<file path="config.mk">
export PLATFORM = sky130hd
export DESIGN_NAME = fp16_to_fix_pipe
export DESIGN_NICKNAME = d
export VERILOG_FILES = /design/src/rtl/fp16_to_fix_pipe.sv
export SDC_FILE = /design/constraint.sdc
export NUM_CORES = 1
export LEC_CHECK = 0
export CELL_PAD_IN_SITES_DETAIL_PLACEMENT = 1
export CELL_PAD_IN_SITES_GLOBAL_PLACEMENT = 2
export CORE_MARGIN = 3
export CORE_UTILIZATION = 32
export CTS_CLUSTER_DIAMETER = 200
export DETAILED_ROUTE_END_ITERATION = 10
export GPL_TIMING_DRIVEN = 0
export PLACE_DENSITY_LB_ADDON = 0.25
export SETUP_SLACK_MARGIN = 0.3
export SLEW_MARGIN = 20
export SYNTH_ARGS = -nofsm -noshare
export SYNTH_HDL_FRONTEND = slang
export SYNTH_SLANG_ARGS = --single-unit
</file>
<file path="constraint.sdc">
create_clock -name clk -period 6.73 [get_ports clk]
set_input_delay 2.019 -clock clk [delete_from_list [all_inputs] [get_ports clk]]
set_output_delay 2.019 -clock clk [all_outputs]
set_load 0.005 [all_outputs]
</file>
<file path="src/rtl/fp16_to_fix_pipe.sv">
// Three-stage FP16 -> signed fixed-point converter with valid/ready on both sides.
// Stages: unpack/classify, align, sign/saturate; the whole pipe shifts or holds as one.
module fp16_to_fix_pipe #(
    parameter int OUT_W  = 32,
    parameter int FRAC_W = 0
) (
    input  logic                    clk,
    input  logic                    rst,
    input  logic                    in_valid,
    output logic                    in_ready,
    input  logic [15:0]             arg_0,
    output logic                    out_valid,
    input  logic                    out_ready,
    output logic signed [OUT_W-1:0] ret_0,
    output logic                    ret_sat,
    output logic                    ret_nan
);

    // Wide enough that no set mantissa bit can fall off the top for any legal shift.
    localparam int WIDE_W = OUT_W + 64;

    // Returns {ovf, mag}. Limit is 2^(OUT_W-1)-1 for positive, 2^(OUT_W-1) for negative.
    function automatic logic [OUT_W:0] align(input logic [10:0] m,
                                             input logic signed [6:0] sh,
                                             input logic s);
        logic [WIDE_W-1:0] w;
        logic [6:0]        nsh;
        logic [OUT_W-1:0]  mag;
        logic              ovf;
        w   = {{(WIDE_W-11){1'b0}}, m};
        nsh = 7'(-sh);
        if (sh[6])
            w = w >> nsh;
        else
            w = w << $unsigned(sh);
        mag = w[OUT_W-1:0];
        ovf = (|w[WIDE_W-1:OUT_W]) || (mag[OUT_W-1] && (!s || (|mag[OUT_W-2:0])));
        return {ovf, mag};
    endfunction

    // Returns {nan, sat, value}.
    function automatic logic [OUT_W+1:0] saturate(input logic s, input logic nan,
                                                  input logic inf, input logic ovf,
                                                  input logic [OUT_W-1:0] mag);
        logic signed [OUT_W-1:0] val;
        if (nan)
            return {1'b1, 1'b0, {OUT_W{1'b0}}};
        if (inf || ovf) begin
            val = s ? {1'b1, {(OUT_W-1){1'b0}}} : {1'b0, {(OUT_W-1){1'b1}}};
            return {1'b0, 1'b1, val};
        end
        val = s ? -$signed(mag) : $signed(mag);
        return {1'b0, 1'b0, val};
    endfunction

    logic                    adv;
    logic [4:0]              exp_in;
    logic [9:0]              frac_in;
    logic                    nan_in, inf_in;
    logic [10:0]             man_in;
    logic signed [6:0]       sh_in;

    logic                    vld_p0, sgn_p0, nan_p0, inf_p0;
    logic [10:0]             man_p0;
    logic signed [6:0]       sh_p0;
    logic [OUT_W:0]          aln_p0;

    logic                    vld_p1, sgn_p1, nan_p1, inf_p1, ovf_p1;
    logic [OUT_W-1:0]        mag_p1;
    logic [OUT_W+1:0]        res_p1;

    logic                    vld_p2;

    assign adv       = !vld_p2 || out_ready;
    assign in_ready  = adv;
    assign out_valid = vld_p2;

    assign exp_in  = arg_0[14:10];
    assign frac_in = arg_0[9:0];
    assign nan_in  = (exp_in == 5'd31) && (frac_in != 10'd0);
    assign inf_in  = (exp_in == 5'd31) && (frac_in == 10'd0);
    // Zero and denormals carry a zero mantissa, so they align to 0 with no flags.
    assign man_in  = (exp_in == 5'd0) ? 11'd0 : {1'b1, frac_in};
    assign sh_in   = $signed({2'b00, exp_in}) - 7'sd25 + $signed(7'(FRAC_W));

    assign aln_p0  = align(man_p0, sh_p0, sgn_p0);
    assign res_p1  = saturate(sgn_p1, nan_p1, inf_p1, ovf_p1, mag_p1);

    always_ff @(posedge clk) begin
        if (rst) begin
            vld_p0 <= 1'b0;
            vld_p1 <= 1'b0;
            vld_p2 <= 1'b0;
        end else if (adv) begin
            vld_p0 <= in_valid;
            vld_p1 <= vld_p0;
            vld_p2 <= vld_p1;
        end
    end

    // S0: unpack/classify
    always_ff @(posedge clk) begin
        if (adv) begin
            sgn_p0 <= arg_0[15];
            nan_p0 <= nan_in;
            inf_p0 <= inf_in;
            man_p0 <= man_in;
            sh_p0  <= sh_in;
        end
    end

    // S1: align
    always_ff @(posedge clk) begin
        if (adv) begin
            sgn_p1 <= sgn_p0;
            nan_p1 <= nan_p0;
            inf_p1 <= inf_p0;
            ovf_p1 <= aln_p0[OUT_W];
            mag_p1 <= aln_p0[OUT_W-1:0];
        end
    end

    // S2: sign/saturate into the output registers
    always_ff @(posedge clk) begin
        if (rst) begin
            ret_0   <= '0;
            ret_sat <= 1'b0;
            ret_nan <= 1'b0;
        end else if (adv && vld_p1) begin
            ret_nan <= res_p1[OUT_W+1];
            ret_sat <= res_p1[OUT_W];
            ret_0   <= res_p1[OUT_W-1:0];
        end
    end

endmodule
</file>
==> implementation parameters, run 1 <==
Parameter                              Value

Floorplanning
  Die boundary width    145.5 µm
  Height of the die    145.5 µm
  Area of the die    21160 µm²
  Core area    18890 µm²
  Initial core utilization    0.3295
  Count of standard-cell rows    50
  Number of placed I/O pins    56

STA
  Number of failing setup endpoints in the final timing report    0
  Max Transition Viols Final    0
  Final hold vios    0
  Fraction of the cycle the final worst path needs    0.8392
  Worst-case clock skew    0.008602 ns
  Worst slew margin    0.3854
  Setup repair after global routing missed its margin    no
  PnR worst setup slack    about 1.1 ns
  Smallest hold slack    0.4287 ns
  Max frequency    between 0.15 and 0.2 GHz
  Minimum period implied by the final worst setup slack    5.648 ns
  Slew at the pin closest to its max-slew limit    about 0.9 ns

GRT
  Number of antenna violations at the first check in global routing    0
  Pin count of the biggest net entering global routing    between 50 and 60
  GRT Total Usage    0.1998
  Number of global-route vias before repair    5679
  First-pass GRT wire length    ~34000 µm
  Global route total overflow    0

Power and ir drop
  VDD IR-drop max    0.0001465 V
  Net switching power figure    around 640 µW
  Pwr dens    240.7 nW/µm²
  Leakage power    between 2 and 3 nW
  Seq pwr share    0.389
  Power Total    1.786 mW
  Clock network power share    0.287
  Switching share of total power    0.3608
  P_int    ~1.1 mW
  Part of the total power dissipated in combinational logic    0.324

Detailed routing
  Detailed-route DRC error count    0
  Number of violations reported at the end of detailed-routing iteration 0    approximately 370
  Via count    5634
  First-pass iteration count of the detailed router    5
  Post-DRT Antenna Nets    0
  Routed len/inst    21.38 µm
  DRT Wirelength    21270 µm
  Via density per instance    5.662

Cells and area
  Count of placed standard cells in the final layout, fillers left out    just under 1000
  Layout cell share with drive strength beyond 1    0.09660
  Antenna Diode Count    0
  Area occupied by registers    2422 µm²
  Final layout net count    755
  Fill cell instance count of the final layout    roughly 2200
  Top library cells by usage in the layout, fill and taps aside    sky130_fd_sc_hd__nor2_1 (61), sky130_fd_sc_hd__edfxtp_1 (56), sky130_fd_sc_hd__clkdlybuf4s50_1 (54), sky130_fd_sc_hd__nand2_1 (53), sky130_fd_sc_hd__a21oi_1 (48)
  Leading cell type in the layout, fill and taps excluded    sky130_fd_sc_hd__nor2_1
  Core utilization of the finished layout    0.3928
  Syn-to-layout area delta    19.24%
  Multi-input gate area in the final layout    3493 µm²

Place
  Number of buffers added on ports    54
  HPWL after detailed placement    16810 µm
  Last weighted congestion value of the routability-driven placer    0.9112
  Cell count after placement    979
  Place WS    1.084 ns

Logic synthesis
  Unique masters post-synth    84
  Number of enable flip-flop cells after synthesis    56
  Leading register cell type out of synthesis    sky130_fd_sc_hd__edfxtp_1
  Sequential-to-total area share from yosys stat    0.3891
  Mapped Cells    664
  Count of yosys warnings during synthesis    0
  Number of nets produced by synthesis    689
  Share of synthesized flip-flops with an asynchronous set or reset    0
  #FFs+latches synth    93
  Post-synthesis instance area    6225 µm²
  Synthesized area per cell    roughly 9.4 µm²

Min path
  Class of the most critical hold timing path    flop to flop

Worst setup path
  Critical Path Source Type    primary input
  Worst setup path category    primary input to output pin
  Required time at the endpoint of the critical path    roughly 4.7 ns
  Arrival time reported for the critical path endpoint    approximately 3.6 ns
  Cell seen most often among critical-path stages    sky130_fd_sc_hd__clkdlybuf4s50_1
  Library cell contributing the largest single delay on the critical path    sky130_fd_sc_hd__clkdlybuf4s50_1
  Worst-path maximum fanout    57
  CP Capture Type    output pin
  Chain of cells forming the critical path    clkdlybuf4s50_1 -> nand2b_1 -> clkbuf_4 -> buf_16 -> clkdlybuf4s50_1
  CP max stage delay    0.57 ns

Clock tree
  Maximum level of the CTS H-tree    3
  Cell chosen for the clock root    sky130_fd_sc_hd__clkbuf_16
  Maximum number of buffers from clock root to sink    2
  Number of gates resized after cts    0
  Clock tree from TritonCTS    yes
  Clock slew at reported path FFs    0.07 ns
  Clk sinks    93
  Post-CTS Hold Fix Bufs    0
  Setup Fix Bufs, Post-CTS    0
  CTS Buf Count    9
  Clock Latency Late Sink    0.35 ns

Outcome
  Result of the run    completed

Flow run
  MaxCap Viol Count    0
-- cells by family (layout without fill, tap and decap cells) --
kind of cell             Yosys count  in the layout  synth area share
AND/OR/NAND/NOR                  228            228            0.1932
AO/OA/AOI/OAI                    195            195            0.2129
flip-flops                        93             93            0.3891
buffers and inverters             74            145           0.04965
multiplexers                      52             52            0.1200
XOR/XNOR                          17             17           0.02513
adder cells (fa/ha/maj)            5              5           0.01005
-- synth_stat cells, types with 8 or more instances --
| cell type | number | share of area |
|---|---|---|
| sky130_fd_sc_hd__nor2b_1 | 22 | 0.022 |
| sky130_fd_sc_hd__xnor2_1 | 14 | 0.020 |
| sky130_fd_sc_hd__inv_1 | 21 | 0.013 |
| sky130_fd_sc_hd__a21oi_1 | 48 | 0.039 |
| sky130_fd_sc_hd__o31ai_1 | 13 | 0.016 |
| sky130_fd_sc_hd__nor2_1 | 61 | 0.037 |
| sky130_fd_sc_hd__mux2_2 | 8 | 0.014 |
| sky130_fd_sc_hd__a22oi_1 | 14 | 0.017 |
| sky130_fd_sc_hd__dfxtp_1 | 37 | 0.12 |
| sky130_fd_sc_hd__buf_2 | 10 | 0.0080 |
| sky130_fd_sc_hd__or3_1 | 11 | 0.011 |
| sky130_fd_sc_hd__o21ai_0 | 36 | 0.029 |
| sky130_fd_sc_hd__clkbuf_1 | 35 | 0.021 |
| sky130_fd_sc_hd__nand3_1 | 12 | 0.0096 |
| sky130_fd_sc_hd__edfxtp_1 | 56 | 0.27 |
| sky130_fd_sc_hd__mux2i_1 | 27 | 0.043 |
| sky130_fd_sc_hd__nand2_1 | 53 | 0.032 |
| sky130_fd_sc_hd__o22ai_1 | 10 | 0.010 |
| sky130_fd_sc_hd__nor3_1 | 12 | 0.0096 |
| sky130_fd_sc_hd__mux4_2 | 10 | 0.036 |
-- routing by layer --
metal,up-vias,GRT usage,share of wire
met3,39,0.03395,0.032
met1,2810,0.2516,0.44
met2,130,0.3508,0.51
li1,2655,-,-
met5,-,0,0
met4,0,0.06220,0.024
-- through the flow --
| step | TNS [ns] | cell area, µm² |
|---|---|---|
| 3_3_place_gp | -6.792 | 7091 |
| 2_1_floorplan | 0 | 6225 |
| 3_5_place_dp | 0 | 7122 |
| 6_report | 0 | 7422 |
| 4_1_cts | 0 | 7422 |
| 5_1_grt | 0 | 7422 |
-- registers in the layout, summed over array words and instances (netlist names) --
name	count
man_p0	11
mag_p1	32
inf_p1	1
sgn_p0	1
out_valid	1
sh_p0	6
ret_0	32
vld_p0	1
ovf_p1	1
vld_p1	1
ret_nan	1
inf_p0	1
nan_p0	1
nan_p1	1
sgn_p1	1
ret_sat	1
-- path summary, 6_finish.rpt --
check                                         from               end  slack [ns]  depth (start not counted)
worst max register to register  sh_p0[1]$_DFFE_PN_  ovf_p1$_DFFE_PN_        2.55                          9
worst min-delay path              nan_p0$_DFFE_PN_  nan_p1$_DFFE_PN_        0.43                          0
worst min register to register    nan_p0$_DFFE_PN_  nan_p1$_DFFE_PN_        0.43                          0
worst max-delay path                     out_ready          in_ready        1.08                          5
-- layout make-up --
cell class / instances / share of cell area
timing repair buffer: 55 / 0.07653
multi-input combinational: 497 / 0.4707
inverter: 23 / 0.01163
sequential: 93 / 0.3264
tap: 260 / 0.04383
clock buffer: 9 / 0.03034
buffer: 51 / 0.03051
clock inverter: 7 / 0.01011
-- critical path, delay by kind of cell --
kind                   cells  cell delay, ns
buffers and inverters      4            1.46
AND/OR/NAND/NOR            1            0.09
-- power by group through the flow --
stage               Sequential, mW  Combinational [mW]  Clock [mW]
floorplan                    0.688               0.394           0
global placement             0.707               0.566           0
detailed placement           0.708               0.572           0
CTS                          0.695               0.576       0.533
global route                 0.701               0.630       0.554
finish                       0.695               0.579       0.512
Power figures use the tool's default switching activity.
==> run 2, diff against run 1 <==
clock period = 4.9 ns   (was 6.73 ns; I/O delays follow)
==> implementation parameters, run 2 (synthesized netlist as in run 1, its figures left out) <==
Parameter                              Value

Outcome
  Result of the run    completed

Worst setup path
  R2r startpoint    sh_p0[1]$_DFFE_PN_
  Cell seen most often among critical-path stages    sky130_fd_sc_hd__clkdlybuf4s50_1
  Arrival time reported for the critical path endpoint    between 3 and 4 ns
  Worst setup path category    primary input to output pin
  Worst Reg-to-Reg Cells    9
  CP delay by family, top    buffers and inverters
  CP max stage delay    0.54 ns
  Worst path bufs/invs    4
  CP Capture Type    output pin
  Reg-to-reg setup timing slack    0.82 ns
  Library cell contributing the largest single delay on the critical path    sky130_fd_sc_hd__clkdlybuf4s50_1
  Worst-path maximum fanout    29
  CP Launch Point    out_ready
  Critical Path Source Type    primary input
  Worst reg2reg path endpoint    ovf_p1$_DFFE_PN_
  Chain of cells forming the critical path    clkdlybuf4s50_1 -> nand2b_1 -> clkbuf_4 -> buf_16 -> clkdlybuf4s50_1
  Required time at the endpoint of the critical path    3.43 ns

Floorplanning
  Height of the die    approximately 150 µm
  Count of standard-cell rows    50
  Initial core utilization    0.3295
  Area of the die    about 21000 µm²
  Core area    18890 µm²
  Die boundary width    145.5 µm
  Number of placed I/O pins    56

Power and ir drop
  Pwr dens    331.7 nW/µm²
  VDD IR-drop max    between 0.00015 and 0.0002 V
  Leakage power    about 2.7 nW

Flow run
  MaxCap Viol Count    0

Detailed routing
  Post-DRT Antenna Nets    0
  Number of violations reported at the end of detailed-routing iteration 0    233
  Via count    5639
  DRT Wirelength    21650 µm
  Routed len/inst    21.74 µm
  Detailed-route DRC error count    0
  Via density per instance    between 5 and 6
  First-pass iteration count of the detailed router    4

Clock tree
  Setup Fix Bufs, Post-CTS    0
  Clk sinks    93
  Cell chosen for the clock root    sky130_fd_sc_hd__clkbuf_16
  Clock Latency Late Sink    0.35 ns
  Clock slew at reported path FFs    around 0.07 ns
  CTS Buf Count    9
  Maximum level of the CTS H-tree    3
  Post-CTS Hold Fix Bufs    0
  Maximum number of buffers from clock root to sink    2
  Clock tree from TritonCTS    yes
  Number of gates resized after cts    0

Cells and area
  Fill cell instance count of the final layout    2190
  Multi-input gate area in the final layout    3493 µm²
  Area occupied by registers    approximately 2400 µm²
  Count of placed standard cells in the final layout, fillers left out    around 1000
  Final layout net count    756
  Top library cells by usage in the layout, fill and taps aside    sky130_fd_sc_hd__nor2_1 (61), sky130_fd_sc_hd__edfxtp_1 (56), sky130_fd_sc_hd__clkdlybuf4s50_1 (54), sky130_fd_sc_hd__nand2_1 (53), sky130_fd_sc_hd__a21oi_1 (48)
  Leading cell type in the layout, fill and taps excluded    sky130_fd_sc_hd__nor2_1
  Core utilization of the finished layout    0.3942
  Antenna Diode Count    0
  Layout cell share with drive strength beyond 1    0.09783
  Registers with the most flip-flops    mag_p1: 32 flops, ret_0: 32 flops, man_p0: 11 flops
  Syn-to-layout area delta    19.66%

Place
  HPWL after detailed placement    16800 µm
  Place WS    0.3361 ns
  Cell count after placement    a little under 1000
  Last weighted congestion value of the routability-driven placer    around 0.9
  Number of buffers added on ports    54

STA
  Final hold vios    0
  Max Transition Viols Final    0
  Worst-case clock skew    0.01088 ns
  Slew at the pin closest to its max-slew limit    1.073 ns
  Setup tns final    0 ns
  PnR worst setup slack    0.4085 ns
  Setup repair after global routing missed its margin    no
  Minimum period implied by the final worst setup slack    approximately 4.5 ns
  Max frequency    0.2226 GHz
  Fraction of the cycle the final worst path needs    0.9166
  Worst slew margin    0.2833
  Number of failing setup endpoints in the final timing report    0

GRT
  Number of antenna violations at the first check in global routing    0
  GRT Total Usage    0.1998
  Pin count of the biggest net entering global routing    58
  First-pass GRT wire length    33910 µm
  Global route total overflow    0
  Number of global-route vias before repair    5724

Min path
  Capture endpoint of the worst hold path    nan_p1$_DFFE_PN_
  Class of the most critical hold timing path    flop to flop
  Min-delay src    nan_p0$_DFFE_PN_
  Min-Delay Path Depth    0
run 2: worst max-delay path by stage:
stage | endpoint | slack, ns | depth (start not counted)
global route | in_ready | 0.35 | 5
finish | in_ready | 0.41 | 5
CTS | in_ready | 0.33 | 5
global placement | in_ready | -0.46 | 4
floorplan | in_ready | 1.04 | 2
detailed placement | in_ready | 0.34 | 5
run 2: per-stage QoR:
stage | cell area [µm²] | total power [mW] | hold slack (ns)
after floorplan | 6226 | 1.486 | 0.4003
after global placement | 7092 | 1.747 | 0.4063
after detailed placement | 7122 | 1.761 | 0.4110
after CTS | 7423 | 2.484 | 0.4286
after global routing | 7448 | 2.601 | 0.4305
final | 7448 | 2.470 | 0.4322
run 2: power by group:
group / internal, mW / total, mW / switching [mW] / leakage, nW
Combinational: 0.319 / 0.802 / 0.482 / 1.60
Clock: 0.363 / 0.714 / 0.351 / 0.149
Sequential: 0.888 / 0.955 / 0.0668 / 0.940
run 2: worst reg2reg max path: stages, from the launching register on:
cell	delay (ns)
sky130_fd_sc_hd__edfxtp_1	0.52
sky130_fd_sc_hd__clkinv_1	0.38
sky130_fd_sc_hd__ha_1	0.46
sky130_fd_sc_hd__xor2_2	0.56
sky130_fd_sc_hd__mux4_1	0.64
sky130_fd_sc_hd__mux2i_1	0.23
sky130_fd_sc_hd__o2bb2ai_1	0.15
sky130_fd_sc_hd__or4_4	0.52
sky130_fd_sc_hd__a2111oi_4	0.29
sky130_fd_sc_hd__a21oi_2	0.09
run 2: routing by layer:
layer | track usage | vias to the layer above | share of wire
met1 | 0.2531 | 2819 | 0.45
met4 | 0.06315 | 0 | 0.026
met2 | 0.3484 | 133 | 0.50
met5 | 0 | - | 0
met3 | 0.03395 | 36 | 0.031
li1 | - | 2651 | -
run 2: area by class of cell:
class	instances	area share
plain buffers	51	0.03040
clock buffers	9	0.03024
clock inverters	7	0.01025
inverters	23	0.01159
multi-input cells	497	0.4690
flip-flops and latches	93	0.3252
well taps	260	0.04368
repair buffers	56	0.07962
==> run 3, diff against run 2 <==
CORE_MARGIN = not set   (was 3)
==> implementation parameters, run 3 (synthesized netlist as in run 1, its figures left out) <==
Parameter                              Value

Floorplanning
  Area of the die    20010 µm²
  Core area    18890 µm²
  Die boundary width    141.5 µm
  Number of placed I/O pins    56
  Initial core utilization    0.3295
  Count of standard-cell rows    50
  Height of the die    around 140 µm

GRT
  Number of global-route vias before repair    5940
  Pin count of the biggest net entering global routing    37
  GRT Total Usage    0.2236
  Global route total overflow    0
  First-pass GRT wire length    34290 µm
  Number of antenna violations at the first check in global routing    0

Worst setup path
  Arrival time reported for the critical path endpoint    approximately 3 ns
  Required time at the endpoint of the critical path    3.43 ns
  Worst-path maximum fanout    28
  Worst Reg-to-Reg Cells    9
  Worst setup path category    primary input to output pin
  Library cell contributing the largest single delay on the critical path    sky130_fd_sc_hd__clkdlybuf4s50_1
  Critical Path Source Type    primary input
  CP Capture Type    output pin
  CP max stage delay    around 0.59 ns
  Cell seen most often among critical-path stages    sky130_fd_sc_hd__clkdlybuf4s50_1
  Chain of cells forming the critical path    clkdlybuf4s50_1 -> nand2b_1 -> clkbuf_4 -> clkdlybuf4s50_1

STA
  Fraction of the cycle the final worst path needs    0.9185
  Smallest hold slack    0.4240 ns
  Final hold vios    0
  Minimum period implied by the final worst setup slack    4.501 ns
  Max frequency    0.2222 GHz
  Slew at the pin closest to its max-slew limit    roughly 0.9 ns
  PnR worst setup slack    0.3994 ns
  Worst slew margin    0.3921
  Number of failing setup endpoints in the final timing report    0
  Setup repair after global routing missed its margin    no
  Worst-case clock skew    0.01541 ns
  Max Transition Viols Final    0

Cells and area
  Registers with the most flip-flops    mag_p1: 32 flops, ret_0: 32 flops, man_p0: 11 flops
  Layout cell share with drive strength beyond 1    0.09660
  Leading cell type in the layout, fill and taps excluded    sky130_fd_sc_hd__nor2_1
  Top library cells by usage in the layout, fill and taps aside    sky130_fd_sc_hd__nor2_1 (61), sky130_fd_sc_hd__edfxtp_1 (56), sky130_fd_sc_hd__clkdlybuf4s50_1 (54), sky130_fd_sc_hd__nand2_1 (53), sky130_fd_sc_hd__a21oi_1 (48)
  Core utilization of the finished layout    0.3925
  Multi-input gate area in the final layout    3493 µm²
  Fill cell instance count of the final layout    2209
  Count of placed standard cells in the final layout, fillers left out    995
  Antenna Diode Count    0
  Syn-to-layout area delta    19.14%
  Final layout net count    ~760
  Area occupied by registers    2422 µm²

Detailed routing
  Via density per instance    5.660
  Post-DRT Antenna Nets    0
  Routed len/inst    21.67 µm
  Met1 wire length    9377 µm
  Via count    5632
  Met2 Routed Length    11040 µm
  Top sig layer    met4
  DRT Wirelength    21560 µm
  Detailed-route DRC error count    0
  Amount of wire on met3 after detailed routing    630 µm
  Number of violations reported at the end of detailed-routing iteration 0    291
  First-pass iteration count of the detailed router    4

Power and ir drop
  Part of the total power dissipated in combinational logic    0.321
  VDD IR-drop max    0.0001830 V
  Pwr dens    ~330 nW/µm²
  Clock network power share    0.292
  P_int    1.568 mW
  Net switching power figure    899.9 µW
  Power Total    2.468 mW
  Switching share of total power    0.3646
  Seq pwr share    0.387
  Leakage power    between 2 and 3 nW

Clock tree
  Number of gates resized after cts    0
  CTS Buf Count    9
  Clk sinks    93
  Maximum number of buffers from clock root to sink    2
  Clock Latency Late Sink    about 0.37 ns
  Maximum level of the CTS H-tree    3
  Cell chosen for the clock root    sky130_fd_sc_hd__clkbuf_16
  Clock tree from TritonCTS    yes
  Post-CTS Hold Fix Bufs    0
  Setup Fix Bufs, Post-CTS    0
  Clock slew at reported path FFs    0.07 ns

Place
  Place WS    approximately 0.40 ns
  Number of buffers added on ports    54
  Last weighted congestion value of the routability-driven placer    roughly 0.91
  HPWL after detailed placement    roughly 17000 µm
  Cell count after placement    around 980

Outcome
  Result of the run    completed

Min path
  Min-Delay Path Depth    0
  Class of the most critical hold timing path    flop to flop

Flow run
  MaxCap Viol Count    0
## run 3: per-layer routing
| layer | vias to the layer above | track usage |
|---|---|---|
| li1 | 2651 | - |
| met1 | 2825 | 0.2653 |
| met2 | 120 | 0.4112 |
| met3 | 36 | 0.03206 |
| met4 | 0 | 0.07697 |
| met5 | - | 0 |
## run 3: stage by stage
step	area, µm²	setup TNS [ns]
after floorplan	6226	0
after CTS	7416	0
after global placement	7092	-1.748
final	7416	0
after global routing	7416	0
after detailed placement	7114	0
## run 3: final cells by class
type / instances / area share
flip-flops and latches: 93 / 0.3266
repair buffers: 55 / 0.07559
clock inverters: 7 / 0.01029
multi-input cells: 497 / 0.4711
well taps: 260 / 0.04387
plain buffers: 51 / 0.03054
clock buffers: 9 / 0.03037
inverters: 23 / 0.01164
## run 3: power groups by stage
stage | sequential [mW] | combinational [mW] | clock (mW)
6_report | 0.956 | 0.792 | 0.721
5_1_grt | 0.963 | 0.860 | 0.769
4_1_cts | 0.956 | 0.788 | 0.738
3_5_place_dp | 0.974 | 0.784 | 0
3_3_place_gp | 0.971 | 0.772 | 0
2_1_floorplan | 0.945 | 0.541 | 0
## run 3: final timing paths
| check | slack [ns] | from | to |
|---|---|---|---|
| hold reg to reg | 0.42 | nan_p0$_DFFE_PN_ | nan_p1$_DFFE_PN_ |
| setup / recovery | 0.40 | out_ready | in_ready |
| hold / removal | 0.42 | nan_p0$_DFFE_PN_ | nan_p1$_DFFE_PN_ |
| setup reg to reg | 0.85 | sh_p0[1]$_DFFE_PN_ | ovf_p1$_DFFE_PN_ |
## run 3: worst max-delay path: cells and delay by family
family	cells	cell delay, ns
buffers and inverters	3	1.44
AND/OR/NAND/NOR	1	0.09
